### config.mk
export PLATFORM = sky130hd
export DESIGN_NAME = fault_monitor_mc
export DESIGN_NICKNAME = d
export VERILOG_FILES = /design/src/rtl/fault_pkg.sv /design/src/rtl/fault_channel.sv /design/src/rtl/fault_monitor_mc.sv
export SDC_FILE = /design/constraint.sdc
export NUM_CORES = 1
export LEC_CHECK = 0
export ABC_AREA = 1
export CELL_PAD_IN_SITES_DETAIL_PLACEMENT = 0
export CELL_PAD_IN_SITES_GLOBAL_PLACEMENT = 1
export CORE_MARGIN = 2
export CORE_UTILIZATION = 39
export CTS_BUF_LIST = sky130_fd_sc_hd__clkbuf_8
export CTS_CLUSTER_SIZE = 25
export DETAILED_ROUTE_END_ITERATION = 8
export PLACE_DENSITY_LB_ADDON = 0.15
export SETUP_SLACK_MARGIN = 0.05
export SYNTH_ARGS = -nofsm -noshare
export SYNTH_HDL_FRONTEND = slang
export SYNTH_SLANG_ARGS = --single-unit
export TNS_END_PERCENT = 1
### constraint.sdc
create_clock -name clk -period 2 [get_ports clk]
set_clock_uncertainty 0.05 [all_clocks]
set_input_delay 0.3 -clock clk [delete_from_list [all_inputs] [get_ports clk]]
set_output_delay 0.3 -clock clk [all_outputs]
set_load 0.02 [all_outputs]
### src/rtl/fault_pkg.sv
//------------------------------------------------------------------------------
// Module : fault_pkg
// Brief  : Shared channel state encoding and width helpers for the fault monitor.
// Rev    : 1.0
//------------------------------------------------------------------------------
`default_nettype none

package fault_pkg;

    typedef enum logic [1:0] {
        S_OK       = 2'd0,
        S_DEBOUNCE = 2'd1,
        S_LATCHED  = 2'd2
    } ch_state_t;

    function automatic int cnt_width(input int debounce);
        return $clog2(debounce + 1);
    endfunction

    function automatic int count_width(input int n_ch);
        return $clog2(n_ch + 1);
    endfunction

    function automatic int id_width(input int n_ch);
        return (n_ch <= 1) ? 1 : $clog2(n_ch);
    endfunction

endpackage

`default_nettype wire

### src/rtl/fault_channel.sv
//------------------------------------------------------------------------------
// Module : fault_channel
// Brief  : One debounced, sticky fault channel with clear acknowledge.
// Rev    : 1.0
//------------------------------------------------------------------------------
`default_nettype none

module fault_channel
    import fault_pkg::*;
#(
    parameter int DEBOUNCE = 8
) (
    input  logic clk,
    input  logic reset,
    input  logic fault_in,
    input  logic fault_mask,
    input  logic clear,
    output logic latched,
    output logic latch_event
);

    localparam int CW = cnt_width(DEBOUNCE);
    localparam logic [CW-1:0] c_last = CW'(DEBOUNCE - 1);

    ch_state_t       r_state, w_next_state;
    logic [CW-1:0]   r_cnt, w_next_cnt;
    logic            r_latched;
    logic            w_active;

    assign w_active = fault_in & ~fault_mask;

    always_ff @(posedge clk or posedge reset) begin
        if (reset) begin
            r_state   <= S_OK;
            r_cnt     <= '0;
            r_latched <= 1'b0;
        end else begin
            r_state   <= w_next_state;
            r_cnt     <= w_next_cnt;
            r_latched <= (w_next_state == S_LATCHED);
        end
    end

    always_comb begin
        w_next_state = r_state;
        w_next_cnt   = '0;
        case (r_state)
            S_OK: begin
                if (w_active) begin
                    if (DEBOUNCE == 1) begin
                        w_next_state = S_LATCHED;
                    end else begin
                        w_next_state = S_DEBOUNCE;
                        w_next_cnt   = CW'(1);
                    end
                end
            end
            S_DEBOUNCE: begin
                if (!w_active) begin
                    w_next_state = S_OK;
                end else if (r_cnt == c_last) begin
                    w_next_state = S_LATCHED;
                end else begin
                    w_next_cnt = r_cnt + CW'(1);
                end
            end
            S_LATCHED: begin
                // Clear is refused while the fault is still present.
                if (clear && !fault_in) begin
                    w_next_state = S_OK;
                end
            end
            default: w_next_state = S_OK;
        endcase
    end

    assign latched     = r_latched;
    assign latch_event = (r_state != S_LATCHED) && (w_next_state == S_LATCHED);

endmodule

`default_nettype wire

### src/rtl/fault_monitor_mc.sv
//------------------------------------------------------------------------------
// Module : fault_monitor_mc
// Brief  : Multi-channel fault monitor: lights, relay, count and first-fault id.
// Rev    : 1.0
//------------------------------------------------------------------------------
`default_nettype none

module fault_monitor_mc
    import fault_pkg::*;
#(
    parameter int N_CH     = 4,
    parameter int DEBOUNCE = 8
) (
    input  logic                        clk,
    input  logic                        reset,
    input  logic [N_CH-1:0]             fault_in,
    input  logic [N_CH-1:0]             fault_mask,
    input  logic                        clear,
    output logic [N_CH-1:0]             light,
    output logic                        relay_driver,
    output logic [count_width(N_CH)-1:0] fault_count,
    output logic                        first_valid,
    output logic [id_width(N_CH)-1:0]   first_id
);

    localparam int CNTW = count_width(N_CH);
    localparam int IDW  = id_width(N_CH);

    logic [N_CH-1:0] w_latched, w_event, w_next;
    logic [CNTW-1:0] w_next_count, r_count;
    logic [IDW-1:0]  w_first_idx, r_first_id;
    logic            r_relay, r_first_valid;

    for (genvar i = 0; i < N_CH; i++) begin : g_ch
        fault_channel #(
            .DEBOUNCE (DEBOUNCE)
        ) u_ch (
            .clk         (clk),
            .reset       (reset),
            .fault_in    (fault_in[i]),
            .fault_mask  (fault_mask[i]),
            .clear       (clear),
            .latched     (w_latched[i]),
            .latch_event (w_event[i])
        );
    end

    // Mirror of each channel's next latched value so the summary outputs
    // are registers updating on the same edge as the lights.
    assign w_next = w_event | (w_latched & ~({N_CH{clear}} & ~fault_in));

    always_comb begin
        w_next_count = '0;
        w_first_idx  = '0;
        for (int i = 0; i < N_CH; i++) begin
            w_next_count = w_next_count + CNTW'(w_next[i]);
        end
        for (int i = N_CH - 1; i >= 0; i--) begin
            if (w_event[i]) w_first_idx = IDW'(i);
        end
    end

    always_ff @(posedge clk or posedge reset) begin
        if (reset) begin
            r_relay       <= 1'b0;
            r_count       <= '0;
            r_first_valid <= 1'b0;
            r_first_id    <= '0;
        end else begin
            r_relay <= |w_next;
            r_count <= w_next_count;
            if (!r_first_valid) begin
                if (|w_event) begin
                    r_first_valid <= 1'b1;
                    r_first_id    <= w_first_idx;
                end
            end else if (!(|w_next)) begin
                r_first_valid <= 1'b0;
            end
        end
    end

    assign light        = w_latched;
    assign relay_driver = r_relay;
    assign fault_count  = r_count;
    assign first_valid  = r_first_valid;
    assign first_id     = r_first_id;

endmodule

`default_nettype wire
==> results.toml, run 1 <==
[clock_tree]
ctsHtreeMaxLevel = 2
root_buffer = "clkbuf_8"
clk_pin_slew_worst_paths_ns = 0.07
cts_hold_buffers = 0
cts.path.max_buffers = 2
cts_tree = "built"
insertion_delay_ns = 0.28
cts_sinks = 35
numCtsBuffers = 5

[power]
p_per_area_nw_per_um2 = 566.4
peakVddDrop_uv = 315.6
p_leak_nw = 1.343

[route]
wl_met3_um = 134
wl_met2_um = 1898
drtAntennaViolNets = 0
wl_met1_um = 1611
top_layer = "met4"
drc = 0
vias = 1421
drtIter0Drc = 43
firstDrtPassIters = 4
vias_per_cell = 4.721
wl_per_cell_um = 12.33
drt_wl_total_um = 3711

[floorplan]
die_h_um = 70.92
coreArea_um2 = 4324
initial_core_util_pct = 40.39
io_pins = 22
fp-row-count = 24
fp.dieArea_um2 = 5030
die_x_um = 70.92

[synth]
synth_seq_cells = 35
synthesis.area_um2 = 1747
syn_nets = 205
yosysSeqAreaShare_pct = 50.14
yosys.area_share.adder_pct = 6.160
synthCells = 186
synth_xor_xnor_area_share_pct = 2.006
syn_area_per_cell_um2 = 9.391
synth.yosys.warnings = 0
synth_cell_types = 23
synth_top_family_by_area = "simple AND/OR/NAND/NOR gates"
synth_mux_area_share_pct = 0
synth-simple-area-share_pct = 22.35
synth_compound_area_share_pct = 10.74

[finish]
fill_cells = 389
final_common_cell = "buf_4"
final-seq-area_um2 = 875.8
final_cell_count_no_fill = 301
final_cell_mix = "buf_4, dfrtp_1, inv_1"
area_growth_pct = 41.12
fin_util_pct = 57.00
multi_input_comb_area_um2 = 809.5
drive_gt1_share_pct = 35.34
diodes = 0
nets = 267

[worst_setup_path]
reg2reg_from = "g_ch[0].u_ch.r_cnt[0]$_DFF_PP0_"
slowest_delay_ns = 0.52
arrival_ns = 2.21
startpoint_type = "input port"
cp_slowest_cell = "fa_1"
rrSetupSlack_ns = 0
path_cells = "clkdlybuf4s50_1, nor2_2, nand2_2, nor2_4, nor2_4, fa_1, inv_1, ha_2, ha_4"
crit_fanout = 2
end_kind = "register"
cpMostUsedCell = "nor2_4"
worstSetupPathType = "input port to register"
r2r-end = "fault_count[1]$_DFF_PP0_"
required_ns = 2.18
r2r_cells = 10

[timing]
tns_ns = -0.02957
rsz0062_at_grt = "yes"
max-slew-margin-rel_pct = 70.06
worst_slew_pin_slew_ns = 0.4491
hold_viol = 0
hold_slack_ns = 0.3650
layout_setup_ws_ns = -0.02957
period_share_pct = 101.5
fmax_ghz = 0.4927
slew_violations = 0
layout_min_cycle_time_ns = 2.030
setup_viol = 1

[place]
globalplace.congestion = 0.8442
dp.cells = 278
portBuffers = 21
dp_hpwl_um = 2620
dp_slack_ns = -0.3973

[global_route]
grt_overflow = 0
grt_usage_pct = 15.78
grt_first_pass_wirelength_um = 6354
grt_pass1_vias = 1515
grt_max_degree = 36
grt_antenna_before_repair = 0

[status]
violations = "setup timing"
outcome = "complete, but fails checks"

[hold_path]
min_path_type = "input port to async pin"

[flow_run]
drv_cap = 0
[synthesized netlist by cell type, drive strengths merged]
master	instances	area share, %
a21oi	7	2.0
a22oi	4	1.7
buf	4	1.7
dfrtp	35	50
fa	1	1.1
ha	7	5.0
inv	32	6.9
nand2	37	11
nand3	6	1.7
nand3b	1	1.1
nand4	1	0.36
nor2	22	7.0
nor3b	3	1.3
o21a	1	0.43
o21ai	17	4.9
o31ai	4	1.7
xor2	4	2.0
[cell families (layout without fill, tap and decap cells)]
| family | Yosys count | after routing |
|---|---|---|
| simple gates | 70 | 70 |
| buf+inv | 36 | 99 |
| flops | 35 | 35 |
| compound gates | 33 | 33 |
| fa+ha+maj | 8 | 8 |
| xor+xnor | 4 | 4 |
[area by class of cell]
cell class / instances / area share (%)
clock inverter: 1 / 0.1523
tap: 52 / 2.640
sequential: 35 / 35.53
multi-input combinational: 115 / 32.84
clock buffer: 7 / 3.909
timing repair buffer: 59 / 20.05
inverter: 32 / 4.873
[through the flow]
stage                     power (mW)  instance area, um2
after detailed placement      0.8423                2182
final                          1.396                2465
after floorplan               0.7871                1764
after global routing           1.457                2465
after CTS                      1.408                2410
after global placement        0.8390                2182
[where the power goes]
part / internal (mW) / switching [mW] / total [mW]
registers: 0.718 / 0.00923 / 0.727
clock network: 0.309 / 0.246 / 0.556
logic: 0.0527 / 0.0602 / 0.113
[flip-flops by register name (all words and copies together) (netlist names)]
| name | flops |
|---|---|
| g_ch.u_ch.latched | 4 |
| first_id | 2 |
| first_valid | 1 |
| g_ch.u_ch.r_state | 8 |
| relay_driver | 1 |
| g_ch.u_ch.r_cnt | 16 |
| fault_count | 3 |
[routing by layer]
metal  up-vias  GRT usage (%)
met1       671          19.32
met4         0          6.499
met5         -              0
met2        27          26.90
li1        715              -
met3         8          3.561
[how the worst max path moves through the flow]
stage	cells after the start	startpoint	slack (ns)	to
after floorplan	10	g_ch[0].u_ch.r_cnt[0]$_DFF_PP0_	0.01	fault_count[1]$_DFF_PP0_
after global placement	9	fault_in[3]	-0.37	fault_count[1]$_DFF_PP0_
after detailed placement	9	clear	-0.40	fault_count[1]$_DFF_PP0_
after CTS	10	g_ch[0].u_ch.r_cnt[0]$_DFF_PP0_	0.01	fault_count[1]$_DFF_PP0_
after global routing	8	g_ch[3].u_ch.r_cnt[1]$_DFF_PP0_	-0.08	fault_count[1]$_DFF_PP0_
final	9	fault_mask[3]	-0.03	fault_count[1]$_DFF_PP0_
[critical path: cells and delay by family]
family | cells | cell delay (ns)
adders and majority gates | 3 | 0.96
and+or+nand+nor | 4 | 0.43
buffers and inverters | 2 | 0.50
[repair_timing]
action	CTS	global route
setup endpoints to repair	3	3
buffers inserted	10	5
hold endpoints to repair	0	0
pin swaps	8	4
resized for setup	11	6
Power figures use the tool's default switching activity.
==> run 2, diff against run 1 <==
--- a/config.mk
+++ b/config.mk
@@ -14,7 +14,7 @@
 export CTS_CLUSTER_SIZE = 25
 export DETAILED_ROUTE_END_ITERATION = 8
 export PLACE_DENSITY_LB_ADDON = 0.15
-export SETUP_SLACK_MARGIN = 0.05
+export SETUP_SLACK_MARGIN = 0.02
 export SYNTH_ARGS = -nofsm -noshare
 export SYNTH_HDL_FRONTEND = slang
 export SYNTH_SLANG_ARGS = --single-unit
==> results of run 2 <==
No change in the layout: final DEF, timing and power equal those of run 1.
==> run 3, diff against run 2 <==
--- a/config.mk
+++ b/config.mk
@@ -11,7 +11,6 @@
 export CORE_MARGIN = 2
 export CORE_UTILIZATION = 39
 export CTS_BUF_LIST = sky130_fd_sc_hd__clkbuf_8
-export CTS_CLUSTER_SIZE = 25
 export DETAILED_ROUTE_END_ITERATION = 8
 export PLACE_DENSITY_LB_ADDON = 0.15
 export SETUP_SLACK_MARGIN = 0.02
==> results of run 3 <==
No change in the layout: final DEF, timing and power equal those of run 1.
